--- config.mk ---
export PLATFORM = sky130hd
export DESIGN_NAME = oser10_word_sched
export DESIGN_NICKNAME = d
export VERILOG_FILES = /design/src/rtl/oser10_pkg.sv /design/src/rtl/oser10_rot10.sv /design/src/rtl/oser10_word_sched.sv
export SDC_FILE = /design/constraint.sdc
export NUM_CORES = 1
export LEC_CHECK = 0
export ABC_AREA = 1
export CAP_MARGIN = 20
export CORE_UTILIZATION = 60
export CTS_CLUSTER_SIZE = 25
export DETAILED_ROUTE_END_ITERATION = 16
export GPL_TIMING_DRIVEN = 0
export PLACE_DENSITY_LB_ADDON = 0.05
export SLEW_MARGIN = 20
export SYNTH_ARGS = -nofsm -noshare
export SYNTH_HDL_FRONTEND = slang
export SYNTH_SLANG_ARGS = --single-unit
--- constraint.sdc ---
create_clock -name PCLK -period 3.32 [get_ports PCLK]
set_clock_uncertainty 0.15 [all_clocks]
set_input_delay 0.498 -clock PCLK [delete_from_list [all_inputs] [get_ports PCLK]]
set_output_delay 0.498 -clock PCLK [all_outputs]
set_load 0.01 [all_outputs]
--- src/rtl/oser10_pkg.sv ---
// Shared types and helpers for the OSER10 word scheduler.
//   word_t    : 10-bit serializer word, bit 0 is first on the wire
//   state_t   : scheduler state (HOLD/TRAIN/DATA), encoding visible on STATE
//   rot10()   : out[i] = w[(i + amount) mod 10]
package oser10_pkg;

  typedef logic [9:0] word_t;

  typedef enum logic [1:0] {
    S_HOLD  = 2'd0,
    S_TRAIN = 2'd1,
    S_DATA  = 2'd2
  } state_t;

  localparam word_t TRAIN_WORD_DEFAULT = 10'b1111100000;
  localparam word_t IDLE_WORD_DEFAULT  = 10'b1101010100;

  // Amounts above 9 never occur in use, but still fold back into 0..9.
  function automatic word_t rot10(input word_t w, input logic [3:0] amount);
    word_t      r;
    logic [4:0] sum;
    logic [3:0] idx;
    for (int unsigned i = 0; i < 10; i++) begin
      sum = 5'(i) + {1'b0, amount};
      if (sum >= 5'd20)
        sum = sum - 5'd20;
      else if (sum >= 5'd10)
        sum = sum - 5'd10;
      idx  = sum[3:0];
      r[i] = w[idx];
    end
    return r;
  endfunction

endpackage

--- src/rtl/oser10_rot10.sv ---
// Registered 10-bit barrel rotator.
//   clk, rst_n : clock and synchronous active-low reset (clears output)
//   word       : word to rotate
//   amount     : rotation, 0..9
//   rotated    : registered rot10(word, amount)
module oser10_rot10
  import oser10_pkg::*;
(
  input  logic       clk,
  input  logic       rst_n,
  input  word_t      word,
  input  logic [3:0] amount,
  output word_t      rotated
);

  always_ff @(posedge clk) begin
    if (!rst_n)
      rotated <= '0;
    else
      rotated <= rot10(word, amount);
  end

endmodule

--- src/rtl/oser10_word_sched.sv ---
// PCLK-domain sequencer for one OSER10 10:1 serializer: holds the serializer
// in reset, sends a training burst, then streams user words with idle-word
// fill on underrun and a programmable bitslip rotation.
//   PCLK, RESETN : clock, synchronous active-low reset
//   SER_RESET    : serializer RESET (active high)
//   SER_D        : serializer D9..D0, SER_D[0] -> D0 (first bit out)
//   IN_DATA/IN_VALID/IN_READY : user word source handshake
//   TRAIN_REQ    : pulse to (re)start a training burst
//   SLIP         : pulse to advance rotation by one bit
//   SLIP_AMT     : current rotation 0..9
//   TRAIN_DONE   : pulse in the first DATA cycle after a completed burst
//   UNDERRUN     : pulse per idle word inserted in DATA
//   STATE        : 0=HOLD, 1=TRAIN, 2=DATA
module oser10_word_sched
  import oser10_pkg::*;
#(
  parameter int unsigned HOLD_CYCLES = 8,
  parameter int unsigned TRAIN_LEN   = 64,
  parameter word_t       TRAIN_WORD  = TRAIN_WORD_DEFAULT,
  parameter word_t       IDLE_WORD   = IDLE_WORD_DEFAULT
) (
  input  logic       PCLK,
  input  logic       RESETN,
  output logic       SER_RESET,
  output logic [9:0] SER_D,
  input  logic [9:0] IN_DATA,
  input  logic       IN_VALID,
  output logic       IN_READY,
  input  logic       TRAIN_REQ,
  input  logic       SLIP,
  output logic [3:0] SLIP_AMT,
  output logic       TRAIN_DONE,
  output logic       UNDERRUN,
  output logic [1:0] STATE
);

  localparam logic [7:0]  HOLD_LAST  = 8'(HOLD_CYCLES - 1);
  localparam logic [15:0] TRAIN_LAST = 16'(TRAIN_LEN - 1);

  state_t      state;
  logic [7:0]  hold_cnt;
  logic [15:0] train_cnt;
  logic [3:0]  slip_amt;
  logic [3:0]  slip_next;
  logic        ser_reset;
  logic        train_done;
  logic        underrun;
  word_t       next_word;

  // Word handed to the rotator; it is registered with the current slip_amt,
  // so a SLIP only affects words registered after the one it arrives with.
  always_comb begin
    next_word = '0;
    case (state)
      S_TRAIN: next_word = TRAIN_WORD;
      S_DATA:  next_word = IN_VALID ? IN_DATA : IDLE_WORD;
      default: next_word = '0;
    endcase
  end

  always_comb begin
    slip_next = (slip_amt == 4'd9) ? '0 : slip_amt + 4'd1;
  end

  oser10_rot10 u_rot (
    .clk     (PCLK),
    .rst_n   (RESETN),
    .word    (next_word),
    .amount  (slip_amt),
    .rotated (SER_D)
  );

  always_ff @(posedge PCLK) begin
    if (!RESETN) begin
      state      <= S_HOLD;
      hold_cnt   <= HOLD_LAST;
      train_cnt  <= '0;
      slip_amt   <= '0;
      ser_reset  <= 1'b1;
      train_done <= 1'b0;
      underrun   <= 1'b0;
    end else begin
      train_done <= 1'b0;
      underrun   <= 1'b0;
      case (state)
        S_HOLD: begin
          if (hold_cnt == 8'd0) begin
            state     <= S_TRAIN;
            ser_reset <= 1'b0;
            train_cnt <= '0;
          end else begin
            hold_cnt <= hold_cnt - 8'd1;
          end
        end
        S_TRAIN: begin
          // A restart takes priority over completion: the aborted burst
          // never reports TRAIN_DONE.
          if (TRAIN_REQ) begin
            train_cnt <= '0;
          end else if (train_cnt == TRAIN_LAST) begin
            train_cnt  <= '0;
            state      <= S_DATA;
            train_done <= 1'b1;
          end else begin
            train_cnt <= train_cnt + 16'd1;
          end
          if (SLIP)
            slip_amt <= slip_next;
        end
        S_DATA: begin
          underrun <= !IN_VALID;
          if (TRAIN_REQ) begin
            state     <= S_TRAIN;
            train_cnt <= '0;
          end
          if (SLIP)
            slip_amt <= slip_next;
        end
        default: begin
          // Unreachable encoding 3 falls back into a fresh HOLD.
          state     <= S_HOLD;
          hold_cnt  <= HOLD_LAST;
          ser_reset <= 1'b1;
        end
      endcase
    end
  end

  assign SER_RESET  = ser_reset;
  assign SLIP_AMT   = slip_amt;
  assign TRAIN_DONE = train_done;
  assign UNDERRUN   = underrun;
  assign STATE      = state;
  assign IN_READY   = (state == S_DATA);

endmodule

==> impl_table.tex <==
\begin{tabular}{lr}
\hline
Metric & Value \\
\hline
\multicolumn{2}{l}{\textbf{CTS}} \\
Clock buffer count from CTS & 5 \\
Total of hold buffers inserted after clock tree synthesis & 0 \\
Bufs on Longest Clock Path & 2 \\
Num Clock Sinks & 43 \\
Worst-path clk slew & 0.09 ns \\
CTS Root Cell & sky130\_fd\_sc\_hd\_\_clkbuf\_8 \\
Clock tree from TritonCTS & done \\
Depth of the CTS H-tree & 2 \\
Buffer count from post-CTS setup fixing & 0 \\
Clock latency of the later-clocked register in the worst-skew pair & 0.29 ns \\
\multicolumn{2}{l}{\textbf{Routing}} \\
Routed len/inst & 12.9 um \\
Post-detailed-route via-to-cell ratio & 5.46 \\
Total via count after detailed routing & 4563 \\
Total DRC errors in the routed layout & 0 \\
Final WL & 10.7 mm \\
Starting DRC count in detailed routing & 230 \\
First-pass detailed-route iteration total & 6 \\
Residual antenna-violating net count after detailed routing & 0 \\
\multicolumn{2}{l}{\textbf{Finish}} \\
Number of non-filler instances in the completed layout & 836 \\
Share of final-layout standard cells stronger than drive strength 1 & 10.1\% \\
Number of nets in the layout & 795 \\
Diodes inserted & 0 \\
Area Growth Syn to Fin & 13.0\% \\
\multicolumn{2}{l}{\textbf{Critical path}} \\
Arrival time at the worst endpoint & 3.10 ns \\
Cell with the largest stage delay on the worst path & sky130\_fd\_sc\_hd\_\_dfxtp\_2 \\
Critical path endpoint category & register \\
Data required time at the worst endpoint & 3.37 ns \\
Startpoint-to-endpoint class of the critical path & register to register \\
Type of element launching the critical path & register \\
Crit path top cell by count & sky130\_fd\_sc\_hd\_\_nand2\_1 \\
Largest incremental delay on the critical path & 0.48 ns \\
Ordered cell list for the critical path & inv\_2, buf\_2, ha\_2, clkbuf\_4, inv\_2, ha\_1, inv\_1, nand2\_1, nand2\_1, nand2\_1, nand2\_1, nand2\_2, nand2\_2, nand2\_1, nand3\_1, nand3b\_1, nand2\_1, inv\_1 \\
Maximum fanout along the worst path & 12 \\
Length in cells of the worst reg-to-reg path & 18 \\
\multicolumn{2}{l}{\textbf{Floorplanning}} \\
Number of top-level design ports & 35 \\
DIE AREA & 0.00749 mm\^{}2 \\
Site Rows & 30 \\
Initial Utilization & 62.7\% \\
Die X & 86.5 um \\
Core Region & 0.00683 mm\^{}2 \\
Die extent in y & 86.5 um \\
\multicolumn{2}{l}{\textbf{Logic synthesis}} \\
Top cells by area, synth & sky130\_fd\_sc\_hd\_\_dfxtp\_1, sky130\_fd\_sc\_hd\_\_nand2\_1, sky130\_fd\_sc\_hd\_\_ha\_1 \\
Mapped Area & 0.00429 mm\^{}2 \\
Most used standard cell by instance count after synthesis & sky130\_fd\_sc\_hd\_\_nand2\_1 \\
Sequential fraction of the synthesis area & 20.1\% \\
\#FFs+latches synth & 43 \\
Number of enable flip-flop cells after synthesis & 0 \\
Number of unique standard cell types used by synthesis & 43 \\
Fraction of post-synthesis cell area in the top cell type by area & 20.1\% \\
Cells after Synth & 698 \\
Main synth FF type & sky130\_fd\_sc\_hd\_\_dfxtp\_1 \\
Post-Syn Nets & 754 \\
Total of warnings raised by yosys & 0 \\
Commonest cells in the synthesized netlist & sky130\_fd\_sc\_hd\_\_nand2\_1, sky130\_fd\_sc\_hd\_\_nand3\_1, sky130\_fd\_sc\_hd\_\_inv\_1 \\
Dominant cell type by area after synthesis & sky130\_fd\_sc\_hd\_\_dfxtp\_1 \\
Avg Cell Area, Syn & 6.14 um\^{}2 \\
Share of synthesized flip-flops with an asynchronous set or reset & 0\% \\
\multicolumn{2}{l}{\textbf{STA}} \\
Clock period minus final worst setup slack & 3.05 ns \\
Worst slew pin tran & 0.852 ns \\
Unrepaired setup endpoints after global routing & no \\
Max frequency & 328 MHz \\
Part of the cycle the worst path needs & 91.9\% \\
Worst-case hold slack & 0.300 ns \\
Fin. max-slew vios & 0 \\
Finish-stage setup viols & 0 \\
Final Hold Fails & 0 \\
Setup TNS & 0 ns \\
Tightest slew margin relative to the limit & 42.6\% \\
\multicolumn{2}{l}{\textbf{Flow run}} \\
Maximum Capacitance Violations & 0 \\
\multicolumn{2}{l}{\textbf{GRT}} \\
Initial antenna violation count & 0 \\
Via count of the first global-routing pass & 4104 \\
Pin count of the biggest net entering global routing & 16 \\
Total overflow reported by the global router & 0 \\
Tot GR Track Use & 29.3\% \\
First-pass GRT wire length & 17.8 mm \\
\multicolumn{2}{l}{\textbf{Power and ir drop}} \\
Standby leakage power & 2.44 nW \\
Areal power density over the cells & 485 mW/mm\^{}2 \\
Worst IR drop on VDD & 351 uV \\
\multicolumn{2}{l}{\textbf{Placement}} \\
HPWL after DPL & 8.32 mm \\
Weighted congestion at the end of routability-driven global placement & 0.874 \\
Port Buf Inserts & 34 \\
Post-placement cell count & 828 \\
\multicolumn{2}{l}{\textbf{Status}} \\
Run status & completed \\
\multicolumn{2}{l}{\textbf{Min path}} \\
Classification of the worst-slack hold path & register to register \\
Worst hold path cell count & 2 \\
\hline
\end{tabular}
[routing by layer]
layer	global-route usage, %	vias up	wire length [um]
met3	2.67	15	623
li1	-	2348	-
met2	52.1	137	5160
met1	37.4	2063	4800
met5	0	-	0
met4	9.24	0	161
[critical path, delay by kind of cell, from the launching register on]
kind	cells	cell delay [ns]
fa+ha+maj	2	0.65
buf+inv	6	0.85
flops	1	0.48
simple gates	10	0.84
[worst paths after layout]
check,from,end,slack (ns)
setup / recovery,SLIP_AMT[0]$_SDFFE_PN0P_,u_rot.rotated[9]$_SDFF_PN0_,0.27
hold / removal,SER_RESET$_SDFFE_PN1P_,SER_RESET$_SDFFE_PN1P_,0.30
setup reg to reg,SLIP_AMT[0]$_SDFFE_PN0P_,u_rot.rotated[9]$_SDFF_PN0_,0.27
hold reg to reg,SER_RESET$_SDFFE_PN1P_,SER_RESET$_SDFFE_PN1P_,0.30
[cell type report]
cell class,instances,area [um^2]
Inverter,95,362
Sequential cell,43,863
Tap cell,96,120
Timing Repair Buffer,34,340
Multi-Input combinational cell,550,2990
Buffer,10,85.1
Fill cell,624,1990
Clock buffer,6,72.6
Clock inverter,2,12.5
[kinds of logic after synthesis]
kind of cell / synth area share, %
AO/OA/AOI/OAI: 12.1
XOR/XNOR: 1.84
adder cells (fa/ha/maj): 12.1
buffers and inverters: 10.3
flip-flops: 20.1
AND/OR/NAND/NOR: 43.5
[layout by cell type, fill, tap and decap left out, types with 3 or more instances in the layout]
cell,count
sky130_fd_sc_hd__a211oi_1,6
sky130_fd_sc_hd__a21oi_1,33
sky130_fd_sc_hd__a31oi_1,3
sky130_fd_sc_hd__buf_6,5
sky130_fd_sc_hd__clkbuf_8,5
sky130_fd_sc_hd__clkdlybuf4s50_1,34
sky130_fd_sc_hd__dfxtp_1,41
sky130_fd_sc_hd__ha_1,39
sky130_fd_sc_hd__inv_1,81
sky130_fd_sc_hd__inv_2,10
sky130_fd_sc_hd__nand2_1,211
sky130_fd_sc_hd__nand2_2,22
sky130_fd_sc_hd__nand2_4,5
sky130_fd_sc_hd__nand3_1,83
sky130_fd_sc_hd__nand3_2,3
sky130_fd_sc_hd__nand3b_1,9
sky130_fd_sc_hd__nand4_1,8
sky130_fd_sc_hd__nor2_1,48
sky130_fd_sc_hd__nor3_1,10
sky130_fd_sc_hd__o21ai_0,27
sky130_fd_sc_hd__o21ai_1,4
sky130_fd_sc_hd__o21ai_2,4
sky130_fd_sc_hd__xor2_1,9
[flip-flops by register name, summed over array words and instances (netlist names)]
signal and count:
train_cnt 16, hold_cnt 8, STATE 2, TRAIN_DONE 1
SLIP_AMT 4, u_rot.rotated 10, SER_RESET 1, UNDERRUN 1
[through the flow]
stage / setup slack [ns] / utilization (%) / power, mW / cell area [um^2]
2_1_floorplan: 0.542 / - / 1.62 / 4290
3_3_place_gp: 0.0749 / 69.5 / 1.95 / 4750
3_5_place_dp: 0.0204 / 69.5 / 2.01 / 4750
4_1_cts: 0.0387 / 70.8 / 2.33 / 4830
5_1_grt: 0.0271 / 70.9 / 2.54 / 4840
6_report: 0.268 / 70.9 / 2.35 / 4840
[what timing repair did]
action	CTS	global route
pin swaps	0	0
gates resized for setup	1	5
endpoints found under the setup margin	1	3
[power breakdown]
part           total (mW)  leakage (nW)  internal (mW)  switching (mW)
Combinational        1.39          2.05          0.522           0.869
Sequential          0.628         0.349          0.581          0.0471
Clock               0.329        0.0412          0.147           0.182
Total                2.35          2.44           1.25            1.10
(Power assumes the default switching activity.)
